## src/rtl/fifo_fwft_if.sv

```systemverilog
// Handshake bundle between a FIFO and its producer/consumer logic.
// The slave modport is the FIFO side; the master modport is the user side.
interface fifo_fwft_if #(
    parameter int DATA_WIDTH = 8,
    parameter int ADDR_WIDTH = 4
);
    logic [DATA_WIDTH-1:0] din;
    logic                  wr_en;
    logic                  full;
    logic                  almost_full;
    logic [DATA_WIDTH-1:0] dout;
    logic                  rd_en;
    logic                  dout_valid;
    logic                  empty;
    logic                  almost_empty;
    logic [ADDR_WIDTH:0]   elemcnt;
    logic                  overflow;
    logic                  underflow;

    modport slave (
        input  din, wr_en, rd_en,
        output full, almost_full, dout, dout_valid, empty, almost_empty,
               elemcnt, overflow, underflow
    );

    modport master (
        output din, wr_en, rd_en,
        input  full, almost_full, dout, dout_valid, empty, almost_empty,
               elemcnt, overflow, underflow
    );
endinterface

```

## src/rtl/fifo_fwft.sv

```systemverilog
// Synchronous FIFO with standard or first-word-fall-through read mode,
// full 2^ADDR_WIDTH depth, programmable almost flags and sticky error flags.
module fifo_fwft #(
    parameter int DATA_WIDTH   = 8,
    parameter int ADDR_WIDTH   = 4,
    parameter int FWFT         = 0,
    parameter int AFULL_LEVEL  = (1 << ADDR_WIDTH) - 2,
    parameter int AEMPTY_LEVEL = 2
) (
    input  logic        clk,
    input  logic        rst,
    fifo_fwft_if.slave  fifo
);
    localparam int                  DEPTH     = 1 << ADDR_WIDTH;
    localparam int                  PW        = ADDR_WIDTH + 1;
    localparam logic [ADDR_WIDTH:0] DEPTH_L   = PW'(DEPTH);
    localparam logic [ADDR_WIDTH:0] AFULL_L   = PW'(AFULL_LEVEL);
    localparam logic [ADDR_WIDTH:0] AEMPTY_L  = PW'(AEMPTY_LEVEL);
    localparam bit                  FWFT_MODE = (FWFT != 0);

    logic [DATA_WIDTH-1:0] mem [DEPTH];

    logic [ADDR_WIDTH:0]   wrptr_q, wrptr_d;
    logic [ADDR_WIDTH:0]   rdptr_q, rdptr_d;
    logic [ADDR_WIDTH:0]   count;
    logic                  full_w;
    logic                  wr_ok, rd_ok;
    logic                  empty_q, empty_d;
    logic                  rd_pend_q;
    logic                  dout_valid_q;
    logic                  overflow_q, underflow_q;
    logic [DATA_WIDTH-1:0] ram_q;
    logic [DATA_WIDTH-1:0] dout_q;

    always_comb begin
        count   = wrptr_q - rdptr_q;
        full_w  = (count == DEPTH_L);
        wr_ok   = fifo.wr_en && !full_w;
        rd_ok   = fifo.rd_en && !empty_q;
        wrptr_d = wrptr_q + PW'(wr_ok);
        rdptr_d = rdptr_q + PW'(rd_ok);
        // Current write pointer against next read pointer: a pop takes effect
        // at once, while a new word only becomes readable one edge later.
        empty_d = (wrptr_q == rdptr_d);
    end

    always_ff @(posedge clk) begin
        if (wr_ok) begin
            mem[wrptr_q[ADDR_WIDTH-1:0]] <= fifo.din;
        end
    end

    always_ff @(posedge clk) begin
        if (rst) begin
            wrptr_q      <= '0;
            rdptr_q      <= '0;
            empty_q      <= 1'b1;
            rd_pend_q    <= 1'b0;
            dout_valid_q <= 1'b0;
            overflow_q   <= 1'b0;
            underflow_q  <= 1'b0;
            ram_q        <= '0;
            dout_q       <= '0;
        end else begin
            wrptr_q     <= wrptr_d;
            rdptr_q     <= rdptr_d;
            empty_q     <= empty_d;
            overflow_q  <= overflow_q  | (fifo.wr_en && full_w);
            underflow_q <= underflow_q | (fifo.rd_en && empty_q);
            if (FWFT_MODE) begin
                // Prefetch the head word from the next read address.
                if (!empty_d) begin
                    ram_q <= mem[rdptr_d[ADDR_WIDTH-1:0]];
                end
            end else begin
                if (rd_ok) begin
                    ram_q <= mem[rdptr_q[ADDR_WIDTH-1:0]];
                end
                rd_pend_q    <= rd_ok;
                dout_valid_q <= rd_pend_q;
                if (rd_pend_q) begin
                    dout_q <= ram_q;
                end
            end
        end
    end

    assign fifo.full         = full_w;
    assign fifo.almost_full  = (count >= AFULL_L);
    assign fifo.almost_empty = (count <= AEMPTY_L);
    assign fifo.elemcnt      = count;
    assign fifo.empty        = empty_q;
    assign fifo.dout         = FWFT_MODE ? ram_q : dout_q;
    assign fifo.dout_valid   = FWFT_MODE ? !empty_q : dout_valid_q;
    assign fifo.overflow     = overflow_q;
    assign fifo.underflow    = underflow_q;
endmodule

```

## src/flat_wrapper.sv

```systemverilog
// flat-port wrapper written by rule: the top's interface ports become plain ports
module fifo_fwft_flat 
#(
    parameter int DATA_WIDTH   = 8,
    parameter int ADDR_WIDTH   = 4,
    parameter int FWFT         = 0,
    parameter int AFULL_LEVEL  = (1 << ADDR_WIDTH) - 2,
    parameter int AEMPTY_LEVEL = 2
)
  (clk, rst, fifo_din, fifo_wr_en, fifo_rd_en, fifo_full, fifo_almost_full, fifo_dout, fifo_dout_valid, fifo_empty, fifo_almost_empty, fifo_elemcnt, fifo_overflow, fifo_underflow);
  fifo_fwft_if #(.DATA_WIDTH(DATA_WIDTH), .ADDR_WIDTH(ADDR_WIDTH)) fifo_i ();
  input  logic clk;
  input  logic rst;
  input wire logic [$bits(fifo_i.din)-1:0] fifo_din;
  input wire logic [$bits(fifo_i.wr_en)-1:0] fifo_wr_en;
  input wire logic [$bits(fifo_i.rd_en)-1:0] fifo_rd_en;
  output wire logic [$bits(fifo_i.full)-1:0] fifo_full;
  output wire logic [$bits(fifo_i.almost_full)-1:0] fifo_almost_full;
  output wire logic [$bits(fifo_i.dout)-1:0] fifo_dout;
  output wire logic [$bits(fifo_i.dout_valid)-1:0] fifo_dout_valid;
  output wire logic [$bits(fifo_i.empty)-1:0] fifo_empty;
  output wire logic [$bits(fifo_i.almost_empty)-1:0] fifo_almost_empty;
  output wire logic [$bits(fifo_i.elemcnt)-1:0] fifo_elemcnt;
  output wire logic [$bits(fifo_i.overflow)-1:0] fifo_overflow;
  output wire logic [$bits(fifo_i.underflow)-1:0] fifo_underflow;
  assign fifo_i.din = fifo_din;
  assign fifo_i.wr_en = fifo_wr_en;
  assign fifo_i.rd_en = fifo_rd_en;
  assign fifo_full = fifo_i.full;
  assign fifo_almost_full = fifo_i.almost_full;
  assign fifo_dout = fifo_i.dout;
  assign fifo_dout_valid = fifo_i.dout_valid;
  assign fifo_empty = fifo_i.empty;
  assign fifo_almost_empty = fifo_i.almost_empty;
  assign fifo_elemcnt = fifo_i.elemcnt;
  assign fifo_overflow = fifo_i.overflow;
  assign fifo_underflow = fifo_i.underflow;
  fifo_fwft #(.DATA_WIDTH(DATA_WIDTH), .ADDR_WIDTH(ADDR_WIDTH), .FWFT(FWFT), .AFULL_LEVEL(AFULL_LEVEL), .AEMPTY_LEVEL(AEMPTY_LEVEL)) u_core (.clk(clk), .rst(rst), .fifo(fifo_i));
endmodule
```

## config.mk

```make
export PLATFORM = sky130hd
export DESIGN_NAME = fifo_fwft_flat
export DESIGN_NICKNAME = d
export VERILOG_FILES = /design/src/rtl/fifo_fwft_if.sv /design/src/rtl/fifo_fwft.sv /design/src/flat_wrapper.sv
export SDC_FILE = /design/constraint.sdc
export NUM_CORES = 1
export LEC_CHECK = 0
export CORE_ASPECT_RATIO = 1.75
export CORE_UTILIZATION = 40
export DETAILED_ROUTE_END_ITERATION = 10
export PLACE_DENSITY = 0.63
export RECOVER_POWER = 100
export SETUP_SLACK_MARGIN = 0.05
export SYNTH_ARGS = -nofsm -noshare
export SYNTH_HDL_FRONTEND = slang
export SYNTH_SLANG_ARGS = --single-unit
```

## constraint.sdc

```tcl
create_clock -name clk -period 3.35 [get_ports clk]
set_input_delay 0.67 -clock clk [delete_from_list [all_inputs] [get_ports clk]]
set_output_delay 0.67 -clock clk [all_outputs]
set_load 0.1 [all_outputs]
```

==> qor.txt <==
Mapped Cells = 379
Slew @ Worst Pin = 1270 ps
Number of synthesized flops with an enable pin = 128
Synthesis-to-finish area growth = 17.1%
Hold_buf cts = 0
Post-route minimum period = 3250 ps
Register bit total from synthesis = 159
Initial Util = 41.1%
Avg Vias per Cell = 5.47
Tightest Hold Check Type = reg2reg
Synth Flop Type = edfxtp_1
Reg clk slew, reported paths = 60 ps
Setup CP Type = reg2out
Final net count = 449
Buffer depth of the longest clock path = 2
Core Area = 0.0159 mm^2
Worst hold slack = 463 ps
Avg WL per Cell = 20.4 um
Syn Nets = 400
Cell taking the most area after synthesis = edfxtp_1
Asr flop ratio synth = 0%
Comb pwr share = 18.5%
Avg Synthesized Cell Area = 17.2 um^2
Clk pwr share = 36.4%
Switch share = 29.1%
Vias = 3447
Site row count = 61
Crit path max fanout = 2
Yosys cell types = 47
Largest net degree at the start of global routing = 34
Antenna-violating nets left = 0
GR peak layer = met2
Top cells by area, synth = edfxtp_1 (59%), dfxtp_1 (9.5%), mux4_2 (9.0%)
Chip height = 171 um
WL final = 12.9 mm
Max Clock Skew = 11.3 ps
Crit share post-route = 96.9%
Final Hold Viols = 0
Die area = 0.0168 mm^2
Ratio of cells with drive above 1 in the final layout = 22.0%
Vias in the first global route = 3602
Max-cap violations = 0
DRT Pass-1 Iters = 9
H-tree depth = 4
Antenna cells = 0
Sequential-to-total area share from yosys stat = 68.5%
Critical Path RT = 2680 ps
Total gr overflow = 0
Most frequent cells in the layout = edfxtp_1 (128), dfxtp_1 (30), mux4_2 (26)
DRC Markers = 2
Total power = 4.92 mW
Failing checks = DRC
Total CTS buffers = 17
Antenna violations before repair = 0
First-pass GRT wire length = 20.3 mm
Internal cell power = 3.49 mW
Total GRT Usage = 16.7%
M1 GR Usage = 17.7%
Pwr Density = 645 mW/mm^2
Worst Path Arrival = 2580 ps
Worst vdd ir = 0.336 mV
Initial DRC count = 171
CTS tree = done
CP Capture Type = output pin
GP Congestion = 0.785
RSZ-0062 raised after global routing = true
GR met3 Demand/Resource = 3.27%
Horiz. Die Dim = 98.5 um
Switch Pwr = 1.43 mW
Yosys warnings = 0
Post-DP HPWL = 8.94 mm
Final setup fails = 0
Root buf cell = clkbuf_16
Clk_lat worst skew = 420 ps
Cell Area, Synth = 0.00652 mm^2
Lkg Pwr = 2.59 nW
CTS Sinks = 159
Most common cell after layout, fill and taps aside = edfxtp_1
Grt met2 use = 31.0%
Slew Limit Fails = 0
Status = finished, violations left
FMAX = 308 MHz
Critical path launch point type = flip-flop
Slew Limit Headroom = 15.4%
Flop pwr share = 45.1%
# port buffers = 31
IO Count = 32
Top cell type's share of synthesized area = 59.0%
-- layout make-up --
| cell class | count | area, um^2 |
|---|---|---|
| clock buffers | 18 | 429 |
| repair buffers | 51 | 419 |
| well taps | 189 | 236 |
| inverters | 10 | 41.3 |
| flip-flops and latches | 159 | 4470 |
| multi-input cells | 189 | 1920 |
| clock inverters | 14 | 120 |
| fillers | 1347 | 8240 |
-- final timing paths --
| path | startpoint | endpoint | slack, ps | depth (start not counted) |
|---|---|---|---|---|
| worst min-delay path | u_core.fifo.underflow | u_core.fifo.underflow | 460 | 2 |
| worst max register to register | u_core.wrptr_q[0] | u_core.mem[15][1] | 180 | 10 |
| worst max-delay path | u_core.wrptr_q[0] | fifo_full | 100 | 9 |
| worst min register to register | u_core.fifo.underflow | u_core.fifo.underflow | 460 | 2 |
-- power groups by stage --
stage                     clock network [mW]  registers [mW]  logic, mW
final                                   1.79            2.22      0.912
after global routing                    1.91            2.23      0.964
after CTS                               1.82            2.23      0.982
after detailed placement                   0            2.27      0.960
after global placement                     0            2.27      0.952
after floorplan                            0            2.31      0.644
-- flip-flops by register name, indices dropped and copies added, names as in the netlist --
name and cells:
u_core.mem 128, u_core.fifo.dout 8, u_core.ram_q 8, u_core.rdptr_q 5
u_core.wrptr_q 5, u_core.fifo.dout_valid 1, u_core.fifo.empty 1, u_core.fifo.overflow 1
u_core.fifo.underflow 1, u_core.rd_pend_q 1
-- kinds of logic (layout without fill, tap and decap cells) --
family / Yosys count / in the layout / synth area share, %
buf+inv: 31 / 93 / 2.88
simple gates: 74 / 74 / 5.89
mux: 50 / 50 / 14.4
xor+xnor: 13 / 13 / 1.75
compound gates: 43 / 43 / 4.82
fa+ha+maj: 9 / 9 / 1.84
flops: 159 / 159 / 68.5
-- timing repair --
item	in CTS	in global routing
pin swaps	1	1
setup endpoints to repair	1	1
resized for setup	2	3
setup buffers	4	1
-- cells in the mapped netlist (8+ instances only) --
cell and instances:
inv_1 8, dfxtp_1 31, nor2_1 22, and3_1 8
edfxtp_1 128, mux2i_1 17, mux4_2 26, nand2b_1 8
nand2_1 12, ha_1 8, a21oi_1 15
-- metrics by stage --
step                      std cells  setup TNS [ps]  setup WS, ps  utilization (%)  cell area (um^2)
after floorplan                 379            -367          -185                -              6620
after global placement          593               0           339             45.2              7170
after detailed placement        593               0           286             45.2              7170
after CTS                       629               0          35.3             48.9              7760
after global routing            630               0          17.2             48.1              7630
final                           630               0           103             48.1              7630
-- worst max-delay path, cell delays in order (launching register included) --
cell        delay, ps
dfxtp_4           340
inv_1              70
ha_4              170
fa_2              540
clkinvlp_2        100
or3_4             340
mux2i_4           170
buf_12            120
and2_4            140
buf_12            160
-- metal layers --
metal,vias up,part of all wire [%]
met2,83,56
li1,1586,-
met3,30,3.3
met4,0,3.7
met5,-,0
met1,1748,37
No activity file was read; power rests on OpenSTA's default activity.
